## src/rtl/mem_pkg.sv

```systemverilog
// Shared definitions for the aligned memory access controller.
// Holds the access-size encodings, the controller state encoding, the
// byte-lane geometry of the 32-bit memory bus, the default timeout and a
// helper that classifies a request as misaligned.
package mem_pkg;

  localparam int BYTE_W          = 8;
  localparam int LANES           = 4;
  localparam int WORD_W          = BYTE_W * LANES;
  localparam int TIMEOUT_DEFAULT = 16;

  typedef enum logic [1:0] {
    SZ_BYTE = 2'b00,
    SZ_HALF = 2'b01,
    SZ_WORD = 2'b10,
    SZ_RSVD = 2'b11
  } size_t;

  typedef enum logic [1:0] {
    ST_IDLE = 2'b00,
    ST_WAIT = 2'b01,
    ST_DONE = 2'b10,
    ST_ERR  = 2'b11
  } state_t;

  // Reserved size is treated as misaligned so it takes the same error path.
  function automatic logic is_misaligned(input logic [1:0] size,
                                         input logic [1:0] addr_lo);
    logic bad;
    bad = 1'b0;
    case (size)
      SZ_BYTE: bad = 1'b0;
      SZ_HALF: bad = addr_lo[0];
      SZ_WORD: bad = (addr_lo != 2'b00);
      default: bad = 1'b1;
    endcase
    return bad;
  endfunction

endpackage

```

## src/rtl/byte_lane_align.sv

```systemverilog
// Combinational byte-lane steering between a right-justified CPU view and
// the little-endian 32-bit memory bus (byte at offset k on bits [8k+7:8k]).
// Ports:
//   addr_lo    in  2   byte offset within the word
//   size       in  2   access size encoding (mem_pkg::size_t)
//   wdata      in  32  right-justified store data
//   mem_din    in  32  word returned by memory
//   rdata_ext  out 32  extracted load data, zero-extended
//   mem_wdata  out 32  store data replicated across the lanes
//   mem_be     out 4   byte enables for the store
module byte_lane_align
  import mem_pkg::*;
(
  input  logic [1:0]        addr_lo,
  input  logic [1:0]        size,
  input  logic [WORD_W-1:0] wdata,
  input  logic [WORD_W-1:0] mem_din,
  output logic [WORD_W-1:0] rdata_ext,
  output logic [WORD_W-1:0] mem_wdata,
  output logic [LANES-1:0]  mem_be
);

  logic [WORD_W-1:0] din_byte_sh;
  logic [WORD_W-1:0] din_half_sh;

  // Bring the addressed lane(s) down to bit 0; the mask below zero-fills.
  assign din_byte_sh = mem_din >> (addr_lo * BYTE_W);
  assign din_half_sh = mem_din >> ({addr_lo[1], 1'b0} * BYTE_W);

  always_comb begin
    rdata_ext = '0;
    mem_wdata = '0;
    mem_be    = '0;
    case (size)
      SZ_BYTE: begin
        rdata_ext = din_byte_sh & {{(WORD_W-BYTE_W){1'b0}}, {BYTE_W{1'b1}}};
        mem_wdata = {LANES{wdata[BYTE_W-1:0]}};
        mem_be    = 4'b0001 << addr_lo;
      end
      SZ_HALF: begin
        rdata_ext = din_half_sh & {{(WORD_W-2*BYTE_W){1'b0}}, {(2*BYTE_W){1'b1}}};
        mem_wdata = {(LANES/2){wdata[2*BYTE_W-1:0]}};
        mem_be    = addr_lo[1] ? 4'b1100 : 4'b0011;
      end
      SZ_WORD: begin
        rdata_ext = mem_din;
        mem_wdata = wdata;
        mem_be    = 4'b1111;
      end
      default: begin
        rdata_ext = '0;
        mem_wdata = '0;
        mem_be    = '0;
      end
    endcase
  end

endmodule

```

## src/rtl/mem_align_ctrl.sv

```systemverilog
// Memory access controller: accepts one load/store request at a time,
// rejects misaligned requests, drives a request/acknowledge (MFA/MOC)
// memory handshake with lane steering and byte enables, and aborts an
// access that receives no acknowledge within TIMEOUT_CYCLES wait cycles.
// Ports:
//   CLK, RST                 clock, synchronous active-high reset
//   REQ, RW, ADDR,           request (RW 1=load), byte address,
//   DATA_SIZE, WDATA         size encoding, right-justified store data
//   BUSY, DONE,              access in flight, success pulse,
//   ALIGN_ERR, TMO_ERR       misalignment pulse, timeout pulse
//   RDATA, RD_SIZE           last load data (zero-filled) and its size
//   MEM_MFA, MEM_RW,         memory request strobe and direction,
//   MEM_ADDR, MEM_WDATA,     word address, lane-replicated store data,
//   MEM_BE                   byte enables (zero outside WAIT)
//   MEM_DIN, MEM_MOC         memory read word and acknowledge
module mem_align_ctrl
  import mem_pkg::*;
#(
  parameter int TIMEOUT_CYCLES = TIMEOUT_DEFAULT
) (
  input  logic        CLK,
  input  logic        RST,
  input  logic        REQ,
  input  logic        RW,
  input  logic [31:0] ADDR,
  input  logic [1:0]  DATA_SIZE,
  input  logic [31:0] WDATA,
  output logic        BUSY,
  output logic        DONE,
  output logic        ALIGN_ERR,
  output logic        TMO_ERR,
  output logic [31:0] RDATA,
  output logic [1:0]  RD_SIZE,
  output logic        MEM_MFA,
  output logic        MEM_RW,
  output logic [31:0] MEM_ADDR,
  output logic [31:0] MEM_WDATA,
  output logic [3:0]  MEM_BE,
  input  logic [31:0] MEM_DIN,
  input  logic        MEM_MOC
);

  localparam int                CNT_W    = $clog2(TIMEOUT_CYCLES + 1);
  localparam logic [CNT_W-1:0]  TMO_LAST = CNT_W'(TIMEOUT_CYCLES - 1);

  state_t            state_q, state_d;
  logic [CNT_W-1:0]  cnt_q, cnt_d;
  logic              tmo_q, tmo_d;
  logic [31:0]       rdata_q, rdata_d;
  logic [1:0]        rd_size_q, rd_size_d;

  // Latched request; only meaningful while an access is in flight.
  logic              rw_q, rw_d;
  logic [31:0]       addr_q, addr_d;
  logic [1:0]        size_q, size_d;
  logic [31:0]       wdata_q, wdata_d;

  logic [31:0]       lane_rdata;
  logic [31:0]       lane_wdata;
  logic [3:0]        lane_be;

  byte_lane_align u_lane (
    .addr_lo   (addr_q[1:0]),
    .size      (size_q),
    .wdata     (wdata_q),
    .mem_din   (MEM_DIN),
    .rdata_ext (lane_rdata),
    .mem_wdata (lane_wdata),
    .mem_be    (lane_be)
  );

  always_comb begin
    state_d   = state_q;
    cnt_d     = cnt_q;
    tmo_d     = tmo_q;
    rdata_d   = rdata_q;
    rd_size_d = rd_size_q;
    rw_d      = rw_q;
    addr_d    = addr_q;
    size_d    = size_q;
    wdata_d   = wdata_q;
    case (state_q)
      ST_IDLE: begin
        cnt_d = '0;
        if (REQ) begin
          if (is_misaligned(DATA_SIZE, ADDR[1:0])) begin
            tmo_d   = 1'b0;
            state_d = ST_ERR;
          end else begin
            rw_d    = RW;
            addr_d  = ADDR;
            size_d  = DATA_SIZE;
            wdata_d = WDATA;
            state_d = ST_WAIT;
          end
        end
      end
      ST_WAIT: begin
        // Acknowledge is tested before the timeout so a late MOC still wins.
        if (MEM_MOC) begin
          if (rw_q) begin
            rdata_d   = lane_rdata;
            rd_size_d = size_q;
          end
          state_d = ST_DONE;
        end else if (cnt_q == TMO_LAST) begin
          tmo_d   = 1'b1;
          state_d = ST_ERR;
        end else begin
          cnt_d = cnt_q + 1'b1;
        end
      end
      ST_DONE: state_d = ST_IDLE;
      ST_ERR:  state_d = ST_IDLE;
      default: state_d = ST_IDLE;
    endcase
  end

  always_ff @(posedge CLK) begin
    if (RST) begin
      state_q   <= ST_IDLE;
      cnt_q     <= '0;
      tmo_q     <= 1'b0;
      rdata_q   <= '0;
      rd_size_q <= '0;
    end else begin
      state_q   <= state_d;
      cnt_q     <= cnt_d;
      tmo_q     <= tmo_d;
      rdata_q   <= rdata_d;
      rd_size_q <= rd_size_d;
    end
  end

  always_ff @(posedge CLK) begin
    rw_q    <= rw_d;
    addr_q  <= addr_d;
    size_q  <= size_d;
    wdata_q <= wdata_d;
  end

  assign BUSY      = (state_q != ST_IDLE);
  assign DONE      = (state_q == ST_DONE);
  assign ALIGN_ERR = (state_q == ST_ERR) && !tmo_q;
  assign TMO_ERR   = (state_q == ST_ERR) && tmo_q;
  assign RDATA     = rdata_q;
  assign RD_SIZE   = rd_size_q;
  assign MEM_MFA   = (state_q == ST_WAIT);
  assign MEM_RW    = rw_q;
  assign MEM_ADDR  = {addr_q[31:2], 2'b00};
  assign MEM_WDATA = lane_wdata;
  assign MEM_BE    = (state_q == ST_WAIT) ? lane_be : 4'b0000;

endmodule

```

## config.mk

```make
export PLATFORM = sky130hd
export DESIGN_NAME = mem_align_ctrl
export DESIGN_NICKNAME = d
export VERILOG_FILES = /design/src/rtl/mem_pkg.sv /design/src/rtl/byte_lane_align.sv /design/src/rtl/mem_align_ctrl.sv
export SDC_FILE = /design/constraint.sdc
export NUM_CORES = 1
export LEC_CHECK = 0
export ABC_AREA = 1
export CORE_ASPECT_RATIO = 0.7
export CORE_UTILIZATION = 45
export DETAILED_ROUTE_END_ITERATION = 12
export PLACE_DENSITY_LB_ADDON = 0.15
export SLEW_MARGIN = 10
export SYNTH_ARGS = -nofsm -noshare
export SYNTH_HDL_FRONTEND = slang
export SYNTH_SLANG_ARGS = --single-unit
```

## constraint.sdc

```tcl
create_clock -name CLK -period 10 [get_ports CLK]
set_input_delay 1.5 -clock CLK [delete_from_list [all_inputs] [get_ports CLK]]
set_output_delay 1.5 -clock CLK [all_outputs]
set_load 0.05 [all_outputs]
```

==> impl_metrics.yaml <==
clock_tree:
  cts_sinks: 109
  htree_levels: 3
  cts_setup_buffers: 0
  cts_buffer_depth: 2
  clockRootBuffer: "clkbuf_16"
  clkTransAtPathRegs_ns: 0.07
  hold_buffers: 0
  cts_resized: 0
  insertion_delay_ns: 0.34
  cts_tree: "yes"
  numCtsBuffers: 9
global_routing:
  grt_pass1_vias: 4167
  antenna_found_initial: 0
  grt_pass1_wl_um: 21700
  grt-ovfl-total: 0
  grt_max_degree: 68
  grt_usage: 0.244
sta:
  slew_headroom: 0.201
  tns_ns: 0
  post-route-period-util: 0.499
  setup_viol_count_final: 0
  finalCriticalPeriod_ns: 4.99
  fin_ws_ns: 5.01
  fin_worst_skew_ns: 0.00641
  holdWs_ns: 0.465
  rsz0062_at_grt: "false"
  worst_slew_pin_slew_ns: 1.20
  finalHoldViolCount: 0
  drv_slew: 0
  fmax_ghz: 0.201
floorplanning:
  die_h_um: 90.6
  fp-row-count: 31
  design.core.area_mm2: 0.0106
  start_util: 0.475
  dieWidth_um: 129
  ioPinCount: 211
  die_area_mm2: 0.0117
synthesis:
  synth_fa_ha_area_frac: 0.00496
  ys_types: 27
  synth_edf_count: 67
  yosys_warnings: 0
  synth_compound_area_frac: 0.0781
  synth_top_family_by_area: "simple AND/OR/NAND/NOR gates"
  synth_area_mm2: 0.00505
  synthFlopType: "edfxtp_1"
  muxShareOfSynthArea: 0
  yosysSeqAreaShare: 0.565
  syn-mean-instance-area_um2: 8.60
  async_reset_ff_frac: 0
  synth_seq_cells: 109
  synth-simple-area-share: 0.242
  synth_xor_area_frac: 0
  syn_inst: 587
worst_setup_path:
  required_ns: 8.50
  cp_common_cell: "nand2_1"
  critPathMaxFanout: 38
  cp_cell_sequence: "nand2_1 -> inv_1 -> nand2_1 -> o21ai_0 -> clkdlybuf4s50_1"
  slowest_stage: "inv_1"
  path_delay_family: "buffers and inverters"
  critical_path_class: "flip-flop to output port"
  arrival_ns: 3.49
  critPathBufInv: 2
  worst_setup_path_start_kind: "flip-flop"
  cpPeakStageDelay_ns: 1.00
  end_kind: "output port"
final_layout:
  fin_cells: 904
  syn_to_final_growth_pct: 43.1
  final_common_cell: "nand2_1"
  fin_util: 0.680
  final_cell_mix: "nand2_1, clkdlybuf4s50_1, edfxtp_1"
  num-nets-final: 856
  antenna_cells: 0
  final_layout_size_suffix_gt1_frac: 0.0384
detailed_routing:
  vias_per_cell: 4.96
  routedWlPerCell_um: 15.4
  initialDrtViolationCount: 411
  ant_nets: 0
  dr.pass1.iters: 5
  vias: 4480
  finalWirelength_um: 14000
  remaining_drc_errors: 0
place:
  post-dp-hpwl_um: 10100
  io_buffers: 208
  place_inst: 888
  pre_cts_ws_ns: 5.42
  place.gp.congestion: 0.875
power:
  p_per_area_mw_per_mm2: 153
  leakagePower_nw: 2.81
  peakVddDrop_mv: 0.101
hold_path:
  hp-class: "flip-flop to flip-flop"
flow_run:
  drv_cap: 0
outcome:
  status: "finished clean"
-- final timing paths --
check	depth (start not counted)	endpoint	start	slack (ns)
setup / recovery	5	MEM_WDATA[21]	size_q[1]	5.01
hold / removal	2	RDATA[20]	RDATA[20]	0.47
setup reg to reg	4	RDATA[27]	size_q[1]	7.44
hold reg to reg	2	RDATA[20]	RDATA[20]	0.47
-- flip-flops by register name, summed over array words and instances, names as in the netlist --
register,cells
size_q,2
MEM_RW,1
addr_q,32
wdata_q,32
cnt_q,5
state_q,2
RDATA,32
RD_SIZE,2
tmo_q,1
-- worst reg2reg max path, delay by kind of cell (launching register included) --
kind | cells | cell delay (ns)
AOI/OAI and AO/OA | 1 | 0.18
buffers and inverters | 1 | 1.01
DFF | 1 | 0.62
and+or+nand+nor | 2 | 0.69
-- logic make-up after synthesis --
kind of cell / Yosys count
AND/OR/NAND/NOR: 301
flip-flops: 109
buffers and inverters: 99
AO/OA/AOI/OAI: 75
adder cells (fa/ha/maj): 2
other: 1
-- final cells by class --
type | instances | area, um^2
clock inverters | 7 | 50.0
inverters | 40 | 150
fillers | 863 | 3400
multi-input cells | 380 | 1660
repair buffers | 211 | 2100
well taps | 148 | 185
clock buffers | 9 | 225
flip-flops and latches | 109 | 2850
-- Yosys cell counts (2+ instances only) --
library cell,n,area share
dfxtp_1,42,0.17
nor2_1,35,0.026
o21ai_0,20,0.020
inv_1,35,0.026
o211ai_1,2,0.0030
nand2_1,214,0.16
buf_2,15,0.015
a31oi_1,4,0.0050
a211oi_1,2,0.0030
clkbuf_1,5,0.0037
a21oi_1,44,0.044
inv_2,4,0.0030
nor3_1,6,0.0059
o21ai_1,2,0.0020
nand3_1,41,0.041
buf_4,35,0.052
edfxtp_1,67,0.40
ha_1,2,0.0050
buf_6,4,0.0089
-- per-layer routing --
metal / GRT usage / share of wire / routed length (um)
met2: 0.391 / 0.47 / 6620
met3: 0.0693 / 0.085 / 1190
met4: 0.0716 / 0.015 / 203
met1: 0.320 / 0.43 / 5950
met5: 0 / 0 / 0
-- stage by stage --
stage                     power (mW)  instance area [um^2]
after detailed placement       0.781                  6950
after global placement         0.777                  6950
after CTS                       1.11                  7230
after floorplan                0.685                  5050
final                           1.11                  7230
after global routing            1.15                  7230
-- where the power goes --
part	total, mW	internal, mW	switching, mW
clock	0.334	0.170	0.164
combinational	0.259	0.0938	0.165
sequential	0.513	0.502	0.0114
total	1.11	0.766	0.340
Note: power is estimated with default switching activity, not from simulation.
